[config.mk]
export PLATFORM = sky130hd
export DESIGN_NAME = fingerprint_scan_controller_flat
export DESIGN_NICKNAME = d
export VERILOG_FILES = /design/src/rtl/fingerprint_scan_controller_pkg.sv /design/src/rtl/fingerprint_scan_controller_if.sv /design/src/rtl/fingerprint_scan_controller_bitmap.sv /design/src/rtl/fingerprint_scan_controller.sv /design/src/flat_wrapper.sv
export SDC_FILE = /design/constraint.sdc
export NUM_CORES = 1
export LEC_CHECK = 0
export BUFFER_PORTS_ARGS = -buffer_cell sky130_fd_sc_hd__buf_4
export CAP_MARGIN = 20
export CORE_MARGIN = 3
export CORE_UTILIZATION = 55
export CTS_CLUSTER_SIZE = 10
export DETAILED_ROUTE_END_ITERATION = 6
export GPL_ROUTABILITY_DRIVEN = 0
export PLACE_DENSITY_LB_ADDON = 0.2
export SETUP_SLACK_MARGIN = 0.4
export SLEW_MARGIN = 5
export SYNTH_ARGS = -nofsm -noshare
export SYNTH_HDL_FRONTEND = slang
export SYNTH_SLANG_ARGS = --single-unit
[constraint.sdc]
create_clock -name clk -period 4.11 [get_ports clk]
set_input_delay 0 -clock clk [delete_from_list [all_inputs] [get_ports clk]]
set_output_delay 0 -clock clk [all_outputs]
set_load 0.01 [all_outputs]
[src/rtl/fingerprint_scan_controller_pkg.sv]
// ---------------------------------------------------------------------------
// fp_attend_pkg
// Shared definitions for the fingerprint scan controller slice:
//   - ID_W           : width of a fingerprint ID
//   - NO_FINGER_ID   : reserved ID meaning "no finger on the sensor"
//   - state_e        : controller FSM states
//   - EMP1..EMP3     : well-known employee IDs
// No ports (package).
// ---------------------------------------------------------------------------
package fp_attend_pkg;

  localparam int ID_W = 3;

  localparam logic [ID_W-1:0] NO_FINGER_ID = '0;

  localparam logic [ID_W-1:0] EMP1 = 3'd1;
  localparam logic [ID_W-1:0] EMP2 = 3'd2;
  localparam logic [ID_W-1:0] EMP3 = 3'd3;

  typedef enum logic [1:0] {
    IDLE    = 2'd0,
    PRESENT = 2'd1,
    WAIT    = 2'd2,
    REPORT  = 2'd3
  } state_e;

endpackage

[src/rtl/fingerprint_scan_controller_if.sv]
// ---------------------------------------------------------------------------
// fingerprint_scan_controller_if
// Bundles the sensor, verifier and result-side signals of the controller.
//   slave  modport : the controller's view (sensor/verifier inputs in,
//                    verifier drive and result outputs out)
//   master modport : the environment's view (sensor, verifier, display)
// Signals:
//   day_clear, on_time, sensor_valid, sensor_id, attendance_accepted
//   sensor_ready, fingerprint, attend_flag, verify_on_time,
//   result_valid, result_accepted, result_duplicate, attend_count
// ---------------------------------------------------------------------------
interface fingerprint_scan_controller_if #(
  parameter int IDW = fp_attend_pkg::ID_W
);

  logic           day_clear;
  logic           on_time;
  logic           sensor_valid;
  logic [IDW-1:0] sensor_id;
  logic           sensor_ready;
  logic           attendance_accepted;
  logic [IDW-1:0] fingerprint;
  logic           attend_flag;
  logic           verify_on_time;
  logic           result_valid;
  logic           result_accepted;
  logic           result_duplicate;
  logic [IDW:0]   attend_count;

  modport slave (
    input  day_clear, on_time, sensor_valid, sensor_id, attendance_accepted,
    output sensor_ready, fingerprint, attend_flag, verify_on_time,
           result_valid, result_accepted, result_duplicate, attend_count
  );

  modport master (
    output day_clear, on_time, sensor_valid, sensor_id, attendance_accepted,
    input  sensor_ready, fingerprint, attend_flag, verify_on_time,
           result_valid, result_accepted, result_duplicate, attend_count
  );

endinterface

[src/rtl/fingerprint_scan_controller_bitmap.sv]
// ---------------------------------------------------------------------------
// fp_attend_bitmap
// Per-employee "already attended" register, one bit per ID.
// Ports:
//   clk, rst_n     : clock, synchronous active-low reset
//   rd_idx_i       : read address
//   rd_bit_o       : bit at rd_idx_i (combinational)
//   set_i/set_idx_i: set the bit at set_idx_i
//   clear_i        : clear every bit; takes priority over set_i
// ---------------------------------------------------------------------------
module fp_attend_bitmap #(
  parameter int NUM_EMP = 8,
  parameter int IDW     = 3
) (
  input  logic           clk,
  input  logic           rst_n,
  input  logic [IDW-1:0] rd_idx_i,
  output logic           rd_bit_o,
  input  logic           set_i,
  input  logic [IDW-1:0] set_idx_i,
  input  logic           clear_i
);

  logic [NUM_EMP-1:0] bits_q;

  // Clear-all beats set so a day rollover never leaves a stale bit behind.
  always_ff @(posedge clk) begin
    if (!rst_n) begin
      bits_q <= '0;
    end else if (clear_i) begin
      bits_q <= '0;
    end else if (set_i) begin
      bits_q[set_idx_i] <= 1'b1;
    end
  end

  assign rd_bit_o = bits_q[rd_idx_i];

endmodule

[src/rtl/fingerprint_scan_controller.sv]
// ---------------------------------------------------------------------------
// fingerprint_scan_controller
// Front end for the fingerprint attendance verifier: takes one scan from the
// sensor, presents the ID and its attended bit to the verifier, waits up to
// RESP_WAIT cycles for an accept, updates the attended bitmap and reports one
// result pulse per scan.
// Ports:
//   clk, rst_n : clock, synchronous active-low reset
//   bus        : fingerprint_scan_controller_if.slave (sensor, verifier,
//                result and attend_count signals)
// Optional build macro ATTEND_COUNT_EN: when defined, attend_count counts
// accepted results (saturating at NUM_EMP, cleared by day_clear); otherwise
// attend_count is tied to 0.
// ---------------------------------------------------------------------------
module fingerprint_scan_controller
  import fp_attend_pkg::*;
#(
  parameter int NUM_EMP   = 8,
  parameter int RESP_WAIT = 2
) (
  input  logic clk,
  input  logic rst_n,
  fingerprint_scan_controller_if.slave bus
);

  state_e            state_q, state_d;
  logic [ID_W-1:0]   fp_q, fp_d;
  logic              flag_q, flag_d;
  logic              acc_q, acc_d;
  logic [3:0]        wait_q, wait_d;
  logic              vot_q;
  logic              set_en;
  logic              rd_bit;
  logic [ID_W:0]     count_q;

  fp_attend_bitmap #(
    .NUM_EMP (NUM_EMP),
    .IDW     (ID_W)
  ) u_bitmap (
    .clk       (clk),
    .rst_n     (rst_n),
    .rd_idx_i  (bus.sensor_id),
    .rd_bit_o  (rd_bit),
    .set_i     (set_en),
    .set_idx_i (fp_q),
    .clear_i   (bus.day_clear)
  );

  always_ff @(posedge clk) begin
    if (!rst_n) begin
      state_q <= IDLE;
      fp_q    <= NO_FINGER_ID;
      flag_q  <= 1'b0;
      acc_q   <= 1'b0;
      wait_q  <= '0;
      vot_q   <= 1'b0;
    end else begin
      state_q <= state_d;
      fp_q    <= fp_d;
      flag_q  <= flag_d;
      acc_q   <= acc_d;
      wait_q  <= wait_d;
      vot_q   <= bus.on_time;
    end
  end

  // The verifier's duplicate indication is the attend_flag latched at scan
  // time, so flag_q doubles as the recorded duplicate flag.
  always_comb begin
    state_d = state_q;
    fp_d    = fp_q;
    flag_d  = flag_q;
    acc_d   = acc_q;
    wait_d  = wait_q;
    set_en  = 1'b0;
    unique case (state_q)
      IDLE: begin
        fp_d   = NO_FINGER_ID;
        flag_d = 1'b0;
        acc_d  = 1'b0;
        if (bus.sensor_valid) begin
          if (bus.sensor_id != NO_FINGER_ID) begin
            fp_d    = bus.sensor_id;
            flag_d  = rd_bit;
            state_d = PRESENT;
          end else begin
            state_d = REPORT;
          end
        end
      end
      PRESENT: begin
        wait_d  = '0;
        state_d = WAIT;
      end
      WAIT: begin
        if (bus.attendance_accepted) begin
          set_en  = 1'b1;
          acc_d   = 1'b1;
          state_d = REPORT;
        end else if (wait_q == 4'(RESP_WAIT - 1)) begin
          acc_d   = 1'b0;
          state_d = REPORT;
        end else begin
          wait_d = wait_q + 4'd1;
        end
      end
      REPORT: begin
        fp_d    = NO_FINGER_ID;
        flag_d  = 1'b0;
        state_d = IDLE;
      end
      default: state_d = IDLE;
    endcase
  end

`ifdef ATTEND_COUNT_EN
  localparam logic [ID_W:0] CNT_MAX = (ID_W + 1)'(NUM_EMP);

  // day_clear wins over a coincident accept, matching the bitmap.
  always_ff @(posedge clk) begin
    if (!rst_n || bus.day_clear) begin
      count_q <= '0;
    end else if (set_en && count_q != CNT_MAX) begin
      count_q <= count_q + 1'b1;
    end
  end
`else
  assign count_q = '0;
`endif

  assign bus.sensor_ready     = (state_q == IDLE);
  assign bus.fingerprint      = fp_q;
  assign bus.attend_flag      = flag_q;
  assign bus.verify_on_time   = vot_q;
  assign bus.result_valid     = (state_q == REPORT);
  assign bus.result_accepted  = (state_q == REPORT) && acc_q;
  assign bus.result_duplicate = (state_q == REPORT) && flag_q;
  assign bus.attend_count     = count_q;

endmodule

[src/flat_wrapper.sv]
// flat-port wrapper written by rule: the top's interface ports become plain ports
module fingerprint_scan_controller_flat import fp_attend_pkg::*;
#(
  parameter int NUM_EMP   = 8,
  parameter int RESP_WAIT = 2
)
  (clk, rst_n, bus_day_clear, bus_on_time, bus_sensor_valid, bus_sensor_id, bus_attendance_accepted, bus_sensor_ready, bus_fingerprint, bus_attend_flag, bus_verify_on_time, bus_result_valid, bus_result_accepted, bus_result_duplicate, bus_attend_count);
  fingerprint_scan_controller_if bus_i ();
  input  logic clk;
  input  logic rst_n;
  input wire logic [$bits(bus_i.day_clear)-1:0] bus_day_clear;
  input wire logic [$bits(bus_i.on_time)-1:0] bus_on_time;
  input wire logic [$bits(bus_i.sensor_valid)-1:0] bus_sensor_valid;
  input wire logic [$bits(bus_i.sensor_id)-1:0] bus_sensor_id;
  input wire logic [$bits(bus_i.attendance_accepted)-1:0] bus_attendance_accepted;
  output wire logic [$bits(bus_i.sensor_ready)-1:0] bus_sensor_ready;
  output wire logic [$bits(bus_i.fingerprint)-1:0] bus_fingerprint;
  output wire logic [$bits(bus_i.attend_flag)-1:0] bus_attend_flag;
  output wire logic [$bits(bus_i.verify_on_time)-1:0] bus_verify_on_time;
  output wire logic [$bits(bus_i.result_valid)-1:0] bus_result_valid;
  output wire logic [$bits(bus_i.result_accepted)-1:0] bus_result_accepted;
  output wire logic [$bits(bus_i.result_duplicate)-1:0] bus_result_duplicate;
  output wire logic [$bits(bus_i.attend_count)-1:0] bus_attend_count;
  assign bus_i.day_clear = bus_day_clear;
  assign bus_i.on_time = bus_on_time;
  assign bus_i.sensor_valid = bus_sensor_valid;
  assign bus_i.sensor_id = bus_sensor_id;
  assign bus_i.attendance_accepted = bus_attendance_accepted;
  assign bus_sensor_ready = bus_i.sensor_ready;
  assign bus_fingerprint = bus_i.fingerprint;
  assign bus_attend_flag = bus_i.attend_flag;
  assign bus_verify_on_time = bus_i.verify_on_time;
  assign bus_result_valid = bus_i.result_valid;
  assign bus_result_accepted = bus_i.result_accepted;
  assign bus_result_duplicate = bus_i.result_duplicate;
  assign bus_attend_count = bus_i.attend_count;
  fingerprint_scan_controller #(.NUM_EMP(NUM_EMP), .RESP_WAIT(RESP_WAIT)) u_core (.clk(clk), .rst_n(rst_n), .bus(bus_i));
endmodule
==> impl_metrics.csv, run 1 <==
group,metric,value,unit
worst_setup_path,worstPathRequired,4330,ps
synthesis,ys_ff_latch,19,
clock_tree,cts_made_buffers,3,
global_route,grtUsageTotal,19.3,%
clock_tree,cts_htree_levels,1,
sta,hold_violations,0,
drt,drcViolationCount,0,
sta,drv_slew,0,
finish,regArea,380,um2
drt,top_layer,"met4",
floorplanning,start_util,61.1,%
clock_tree,cts_setup_buffers,0,
sta,timing.hold.ws,7.82,ps
floorplanning,boundaryPins,22,
drt,vias_per_cell,5.49,
worst_setup_path,reg2reg_slack,2460,ps
clock_tree,cts_tree,"yes",
flow_run,maxCapViolCount,0,
floorplanning,dieWidth,47.6,um
finish,finalNonFillerCells,142,
placement,hpwlAfterDp,1490,um
synthesis,synth_top_area_share,39.9,%
pwr,pwr_density_cell,474,nW/um2
floorplanning,die_h,47.6,um
sta,finalSetupTns,0,ps
status,status,"complete, no violations",
pwr,p_leak,0.000477,uW
worst_setup_path,crit_start,"u_core.state_q[0]",
sta,period_minus_slack,1650,ps
worst_setup_path,regToRegEndpoint,"u_core.bus.attend_flag",
sta,rsz0062_at_grt,"no",
synthesis,yosysTopAreaCell,"dfxtp_1",
pwr,vdd_drop_max,404,uV
synthesis,syn_area_per_cell,9.07,um2
worst_setup_path,r2r_start,"u_core.state_q[0]",
finish,final_cell_mix,"dfxtp_1 (19), buf_4 (17), nor2_1 (15), nor2b_1 (7)",
synthesis,ys_types,31,
drt,m1WireLength,807,um
worst_hold_path,whs_path_depth,2,
sta,setup_viol,0,
clock_tree,postCtsResizedCells,0,
drt,drt_iter0_markers,14,
drt,detail_route.wl_per_cell,13.1,um
finish,final_cell_area,1130,um2
synthesis,netlist_instances,105,
floorplanning,dieArea,2270,um2
drt,drt_first_pass_iters,4,
clock_tree,clk_path_buf_depth,2,
drt,wl_met2,908,um
worst_setup_path,critPathCaptureType,"flip-flop",
floorplanning,core.rowCount,14,
worst_setup_path,critPathLaunchType,"flip-flop",
global_route,antenna_found_initial,0,
drt,wl_met3,118,um
drt,vias,780,
drt,wl,1860,um
finish,layout_commonest_cell,"dfxtp_1",
finish,multiInputGateArea,523,um2
worst_setup_path,rr_worst_depth,5,
finish,num_antenna_cells,0,
worst_setup_path,arrival,1870,ps
global_route,grt_max_degree,14,
synthesis,syn-cell-area,952,um2
synthesis,synth.top_cells.by_area,"dfxtp_1 (40%), ha_1 (7.9%), nor2_1 (5.9%)",
sta,fin_crit_sh,40.1,%
finish,drive_above_1_share,19.8,%
clock_tree,clock_latency,290,ps
clock_tree,root_buffer,"clkbuf_4",
placement,dp_cells,135,
sta,fin_worst_skew,3.69,ps
synthesis,seq_area_frac_synth,39.9,%
worst_hold_path,hp-class,"input pin to flip-flop",
worst_setup_path,cp_max_fo,6,
clock_tree,cts.clk_slew.worst_paths,100,ps
floorplanning,fp.coreArea,1560,um2
finish,nets,142,
finish,synthToLayoutAreaGrowth,18.7,%
sta,fmax,606,MHz
finish,fillers,126,
worst_setup_path,crit_type,"flip-flop to flip-flop",
placement,port-buffer-count,17,
worst_setup_path,endpoint,"u_core.bus.attend_flag",
finish,final_util,72.5,%
global_route,overflow,0,
drt,final_antenna_net_count,0,
global_route,grt_pass1_wl,3020,um
placement,postPlaceCellArea,1070,um2
synthesis,yosys_warnings,0,
clock_tree,clock_sinks,19,
global_route,grt_pass1_vias,730,
[per-stage QoR]
stage / power (uW) / setup slack (ps)
after floorplan: 379 / 2660
after global placement: 433 / 2610
after detailed placement: 448 / 2470
after CTS: 540 / 2440
after global routing: 577 / 2330
final: 535 / 2460
[registers in the layout, summed over array words and instances (netlist names)]
signal / cells
u_core.u_bitmap.bits_q: 7
u_core.wait_q: 4
u_core.acc_q: 1
u_core.state_q: 2
u_core.bus.fingerprint: 3
u_core.bus.attend_flag: 1
u_core.bus.verify_on_time: 1
[logic make-up (layout without fill, tap and decap cells)]
family                   after synthesis  count (layout)  share of synthesized area (%)
adder cells (fa/ha/maj)                6               6                           7.88
other                                  1               4                          0.394
buffers and inverters                 12              30                           6.31
AND/OR/NAND/NOR                       41              41                           21.4
flip-flops                            19              19                           39.9
multiplexers                           5               5                           7.10
XOR/XNOR                               2               2                           1.84
AO/OA/AOI/OAI                         19              19                           15.1
[area by class of cell]
class | instances | share of cell area, %
Tap cell | 16 | 1.77
Timing Repair Buffer | 20 | 14.0
Clock buffer | 4 | 2.33
Inverter | 6 | 1.99
Sequential cell | 19 | 33.7
Multi-Input combinational cell | 77 | 46.3
[synth_stat cells]
cell	number
nand3_1	1
a21oi_1	5
dfxtp_1	19
buf_4	4
o21ai_0	2
a311oi_1	1
o221a_2	1
nor3b_1	1
nor2_1	15
nor3_1	2
mux2i_1	3
o31ai_1	1
and3_1	1
a31oi_1	2
a21oi_4	1
conb_1	1
inv_1	6
ha_1	6
o311a_1	1
nand2_1	6
mux2_2	1
a22oi_1	3
a21boi_0	1
clkbuf_1	2
and2_1	5
a211oi_2	1
nand2b_2	1
xnor2_1	2
mux4_1	1
nand2b_1	2
nor2b_1	7
[worst min path at each step]
stage,start,endpoint
after global routing,rst_n,u_core.state_q[1]
after detailed placement,bus_on_time,u_core.bus.verify_on_time
after global placement,bus_on_time,u_core.bus.verify_on_time
after floorplan,bus_on_time,u_core.bus.verify_on_time
final,rst_n,u_core.state_q[1]
after CTS,rst_n,u_core.state_q[1]
[routing by layer]
metal,up-vias,track usage (%)
li1,394,-
met1,352,23.4
met2,30,33.4
met3,4,5.64
met4,0,4.84
met5,-,0
[power by group]
group | leakage (uW) | switching [uW] | total (uW) | internal [uW]
Sequential | 0.000154 | 24.7 | 231 | 206
Clock | 0.0000150 | 52.8 | 90.6 | 37.8
Combinational | 0.000308 | 114 | 213 | 99.0
[worst max-delay path, stage by stage, from the launching register on]
cell and delay [ps]:
dfxtp_1 400, inv_1 80, ha_1 370, nor3b_1 440
nand2_1 100, o31ai_1 180
[repair_timing]
item                                   4_1_cts  5_1_grt
setup endpoints to repair                    0        0
endpoints found under the hold margin        3        0
hold buffers                                 3        0
No activity file was read; power rests on OpenSTA's default activity.
==> inputs of run 2 (changes only) <==
Settings changed: ABC_AREA set to 1, CORE_UTILIZATION 55 to 52.
Clock period 4.11 ns to 1.56 ns, I/O delays scaled along.
==> impl_metrics.csv, run 2 <==
group,metric,value,unit
drt,drcViolationCount,0,
sta,fin_crit_sh,82.5,%
worst_setup_path,path_common_cell,"nand2_1",
placement,hpwlAfterDp,1600,um
floorplanning,dieWidth,49.7,um
drt,vias,990,
synthesis,synth_mux_area_share,0,%
sta,rsz0062_at_grt,"yes",
synthesis,ys_ff_latch,19,
clock_tree,cts.clk_slew.worst_paths,110,ps
worst_setup_path,critPathLaunchType,"flip-flop",
synthesis,synth_compound_area_share,12.8,%
sta,fin_worst_skew,9.61,ps
placement,dp_cells,184,
floorplanning,boundaryPins,22,
global_route,overflow,0,
synthesis,synth.top_cells.by_area,"dfxtp_1 (38%), nand2_1 (13%), inv_1 (8.0%)",
worst_setup_path,arrival,1530,ps
synthesis,synthTopCellsByCount,"nand2_1 (34), inv_1 (21), dfxtp_1 (19)",
placement,port-buffer-count,17,
floorplanning,start_util,56.2,%
pwr,p_switching,807,uW
synthesis,yosysMostFrequentCell,"nand2_1",
status,status,"complete, no violations",
synthesis,synth_fa_ha_area_share,7.58,%
global_route,grt_max_degree,12,
pwr,p_leak,0.000638,uW
sta,fmax,777,MHz
finish,finalNonFillerCells,201,
worst_setup_path,cp_max_fo,4,
sta,drv_slew,0,
sta,setup_viol,0,
worst_setup_path,path_cells,"inv_4 > ha_4 > inv_2 > nand2_2 > nor2_4 > nand2_1 > nand2_1 > nand2_1 > a21oi_1",
global_route,antenna_found_initial,0,
clock_tree,cts_htree_levels,1,
clock_tree,clock_sinks,19,
pwr,vdd_drop_max,1220,uV
pwr,combPwrFrac,53.0,%
sta,timing.hold.ws,0.684,ps
drt,vias_per_cell,4.93,
worst_setup_path,worstPathRequired,1800,ps
floorplanning,core.rowCount,15,
pwr,pwr-share-clk,13.6,%
synthesis,synthSimpleGateAreaFrac,28.4,%
worst_setup_path,critPathMaxStageDelay,390,ps
finish,num_antenna_cells,0,
synthesis,ys_types,21,
synthesis,synth_edf_count,0,
finish,synthToLayoutAreaGrowth,38.9,%
clock_tree,cts_tree,"yes",
synthesis,synth_top_area_share,38.4,%
global_route,grt_pass1_vias,979,
drt,drt_iter0_markers,24,
synthesis,synth_top_family_by_area,"simple AND/OR/NAND/NOR gates",
synthesis,netlist_instances,143,
global_route,grtUsageTotal,23.0,%
finish,drive_above_1_share,34.1,%
floorplanning,dieArea,2470,um2
worst_setup_path,critPathCaptureType,"flip-flop",
sta,finalSetupTns,0,ps
floorplanning,die_h,49.7,um
pwr,p_int,1130,uW
sta,period_minus_slack,1290,ps
synthesis,yosysTopAreaCell,"dfxtp_1",
finish,layout_commonest_cell,"nand2_1",
drt,final_antenna_net_count,0,
finish,nets,192,
pwr,p_seq_share,33.4,%
pwr,pwr_density_cell,1410,nW/um2
synthesis,async_flop_share,0,%
pwr,total_power,1930,uW
finish,final_cell_mix,"nand2_1 (33), buf_4 (24), inv_1 (16), nor2_1 (16), dfxtp_1 (15)",
synthesis,yosys_most_used_dff,"dfxtp_1",
worst_hold_path,hp-class,"input pin to flip-flop",
clock_tree,root_buffer,"clkbuf_4",
floorplanning,fp.coreArea,1760,um2
drt,wl,2600,um
synthesis,yosys_warnings,0,
drt,drt_first_pass_iters,4,
synthesis,synthXorXnorAreaFrac,0,%
finish,max_flop_register,"u_core.u_bitmap.bits_q",
synthesis,syn_area_per_cell,6.93,um2
worst_setup_path,crit_path_top_delay_cell,"dfxtp_4",
clock_tree,clk_path_buf_depth,2,
synthesis,seq_area_frac_synth,38.4,%
finish,largest_register_ffs,7,
synthesis,syn-cell-area,991,um2
pwr,p_sw_share,41.7,%
global_route,grt_pass1_wl,4280,um
clock_tree,clock_latency,310,ps
sta,hold_violations,0,
drt,detail_route.wl_per_cell,13.0,um
worst_setup_path,crit_type,"flip-flop to flip-flop",
clock_tree,cts_made_buffers,3,
flow_run,maxCapViolCount,0,
==> run 2: cell types whose count changed in the layout (fill, tap and decap cells not counted), moves of 4 or more <==
cell	previous run	this run
a21oi_1	5	9
and2_1	5	0
buf_4	17	24
dfxtp_1	19	15
inv_1	6	16
inv_2	0	6
nand2_1	6	33
nand3_1	1	6
nor2b_1	7	0
==> run 2: per-layer routing <==
| metal | track usage, % | up-vias | share of wire, % | wire, um |
|---|---|---|---|---|
| met3 | 3.93 | 5 | 4.3 | 113 |
| met1 | 23.8 | 464 | 38 | 1000 |
| met5 | 0 | - | 0 | 0 |
| li1 | - | 500 | - | - |
| met2 | 44.7 | 21 | 56 | 1450 |
| met4 | 9.22 | 0 | 1.4 | 37 |
==> run 2: worst paths after layout <==
path	start	end	slack, ps	cells after the start
worst max-delay path	u_core.state_q[0]	u_core.bus.attend_flag	270	9
worst min-delay path	bus_sensor_valid	u_core.state_q[1]	0.7	4
worst max register to register	u_core.state_q[0]	u_core.bus.attend_flag	270	9
worst min register to register	u_core.u_bitmap.bits_q[4]	u_core.u_bitmap.bits_q[4]	470	2
==> run 2: repair_timing <==
action / in CTS / in global routing
resized for setup: 18 / 9
endpoints found under the hold margin: 14 / 0
pin swaps: 10 / 5
buffers inserted: 8 / 0
endpoints found under the setup margin: 15 / 17
hold buffers: 6 / 0
==> run 2: power by group through the flow <==
stage	Combinational, uW	Clock (uW)	Sequential [uW]
finish	1020	263	647
detailed placement	779	0	626
floorplan	561	0	623
global route	1120	278	655
CTS	995	264	636
global placement	743	0	622
==> run 2: metrics by stage <==
stage | utilization (%) | worst slack [ps] | instance area [um2]
final | 78.0 | 273 | 1380
after global routing | 78.0 | 201 | 1380
after CTS | 77.1 | 281 | 1360
after detailed placement | 65.2 | 209 | 1150
after global placement | 65.2 | 238 | 1150
after floorplan | - | 363 | 1020
==> run 2: critical path, delay by kind of cell, from the launching register on <==
kind / cells / cell delay [ps]
buffers and inverters: 2 / 110
and+or+nand+nor: 5 / 370
adders and majority gates: 1 / 240
DFF: 1 / 390
AOI/OAI and AO/OA: 1 / 130
==> run 2: cell families after synthesis <==
kind of cell               after synthesis
adders and majority gates                6
DFF                                     19
and+or+nand+nor                         67
buffers and inverters                   29
other                                    1
AOI/OAI and AO/OA                       21
==> run 2: layout make-up <==
| type | count | area, um2 |
|---|---|---|
| multi-input cells | 98 | 584 |
| flip-flops and latches | 19 | 393 |
| fillers | 132 | 388 |
| repair buffers | 30 | 241 |
| inverters | 25 | 98.8 |
| well taps | 25 | 31.3 |
| clock buffers | 3 | 22.5 |
| clock inverters | 1 | 5.00 |
==> inputs of run 3 (changes only) <==
Clock period 1.56 ns to 1.22 ns, I/O delays scaled along.
==> impl_metrics.csv, run 3 (same netlist as run 2, synthesis figures left out) <==
group,metric,value,unit
sta,drv_slew,0,
worst_hold_path,hp-class,"input pin to flip-flop",
drt,detail_route.wl_per_cell,14.5,um
global_route,overflow,0,
pwr,vdd_drop_max,1540,uV
sta,hold_violations,1,
placement,postPlaceCellArea,1200,um2
finish,final_cell_area,1550,um2
clock_tree,cts_htree_levels,1,
worst_hold_path,hp-start,"rst_n",
clock_tree,clk_path_buf_depth,2,
global_route,grt_pass1_wl,4170,um
floorplanning,die_h,49.7,um
worst_setup_path,crit_path_top_delay_cell,"dfxtp_4",
drt,vias_per_cell,5.23,
status,status,"complete, but fails checks",
worst_setup_path,worst-path-buf-inv,2,
worst_setup_path,critPathLaunchType,"flip-flop",
placement,hpwlAfterDp,1580,um
sta,fin_worst_skew,7.08,ps
floorplanning,core.rowCount,15,
clock_tree,root_buffer,"clkbuf_4",
floorplanning,fp.coreArea,1760,um2
pwr,p_leak,0.000688,uW
worst_setup_path,crit_start,"u_core.state_q[1]",
worst_setup_path,arrival,1550,ps
sta,fmax,748,MHz
worst_setup_path,r2r_start,"u_core.state_q[1]",
sta,fin_crit_sh,110,%
global_route,grt_max_degree,12,
clock_tree,clock_latency,310,ps
drt,drt_first_pass_iters,4,
finish,max_flop_register,"u_core.u_bitmap.bits_q",
sta,setup_viol,15,
floorplanning,boundaryPins,22,
drt,vias,1083,
finish,nets,198,
clock_tree,cts_tree,"yes",
clock_tree,cts.clk_slew.worst_paths,120,ps
clock_tree,clock_sinks,19,
drt,wl,3000,um
floorplanning,dieWidth,49.7,um
global_route,grt_pass1_vias,987,
worst_setup_path,path_cells,"buf_6 > ha_4 > inv_4 > nor2_4 > o21ai_4 > nand2_4 > nor2_1 > o21a_1",
worst_setup_path,crit_type,"flip-flop to flip-flop",
worst_setup_path,critPathCaptureType,"flip-flop",
global_route,antenna_found_initial,0,
drt,drcViolationCount,0,
pwr,pwr_density_cell,1800,nW/um2
finish,num_antenna_cells,0,
sta,worst_slack,-117,ps
worst_setup_path,cp_max_fo,6,
sta,rsz0062_at_grt,"yes",
clock_tree,cts_made_buffers,3,
status,violations,"hold timing, setup timing",
finish,layout_commonest_cell,"nand2_1",
finish,final_util,87.9,%
worst_setup_path,cp_top_family,"flip-flops",
worst_setup_path,worstPathRequired,1430,ps
finish,drive_above_1_share,45.6,%
finish,fillers,92,
sta,finalSetupTns,-912,ps
sta,timing.hold.ws,-8.95,ps
floorplanning,start_util,56.2,%
placement,pre_cts_slack,-48.6,ps
finish,largest_register_ffs,7,
sta,period_minus_slack,1340,ps
global_route,grtUsageTotal,22.2,%
placement,port-buffer-count,17,
floorplanning,dieArea,2470,um2
drt,drt_iter0_markers,37,
finish,final_cell_mix,"nand2_1 (27), buf_4 (24), nor2_1 (17), inv_1 (16), dfxtp_1 (12)",
drt,final_antenna_net_count,0,
finish,synthToLayoutAreaGrowth,56.4,%
flow_run,maxCapViolCount,0,
worst_setup_path,critPathMaxStageDelay,390,ps
[run 3: cell types whose count changed in the layout (fill, tap and decap cells not counted), sizes merged]
cell / delta
dlygate4sd3: +1
buf: +5
[run 3: layout make-up]
cell class / instances / area [um2] / share of cell area (%)
clock inverters: 1 / 5.00 / 0.323
clock buffers: 3 / 22.5 / 1.45
multi-input cells: 98 / 676 / 43.6
inverters: 25 / 106 / 6.86
repair buffers: 36 / 308 / 19.9
flip-flops and latches: 19 / 402 / 25.9
well taps: 25 / 31.3 / 2.02
[run 3: metal layers]
| metal | routed length [um] | GRT usage (%) |
|---|---|---|
| met3 | 136 | 3.32 |
| met4 | 146 | 15.2 |
| met5 | 0 | 0 |
| met1 | 1210 | 26.5 |
| met2 | 1500 | 36.3 |
[run 3: final timing paths]
| path | end | slack (ps) | depth (start not counted) |
|---|---|---|---|
| setup / recovery | u_core.wait_q[1] | -120 | 8 |
| setup reg to reg | u_core.wait_q[1] | -120 | 8 |
| hold reg to reg | u_core.u_bitmap.bits_q[4] | 480 | 2 |
| hold / removal | u_core.bus.fingerprint[0] | -9 | 3 |
[run 3: worst register-to-register path, delay by kind of cell (launching register included)]
kind                     cells  cell delay [ps]
buffers and inverters        2              150
AND/OR/NAND/NOR              3              290
adder cells (fa/ha/maj)      1              140
flip-flops                   1              390
AO/OA/AOI/OAI                2              270
[run 3: report_power, final]
part	total (uW)	internal [uW]	switching [uW]
logic	1600	740	862
registers	844	731	112
clock network	340	123	217
total	2790	1590	1190
[run 3: repair_timing]
action	in CTS	in global routing
pin swaps	12	14
endpoints found under the setup margin	25	26
gates resized for setup	32	23
endpoints found under the hold margin	15	0
hold buffers	6	0
buffers inserted	2	5
[run 3: metrics by stage]
| step | std cells | hold WS (ps) | power (uW) |
|---|---|---|---|
| 4_1_cts | 202 | -17.5 | 2450 |
| 3_5_place_dp | 190 | 188 | 1870 |
| 5_1_grt | 207 | 13.8 | 2960 |
| 6_report | 207 | -8.95 | 2790 |
| 3_3_place_gp | 190 | 180 | 1840 |
| 2_1_floorplan | 146 | 93.5 | 1530 |
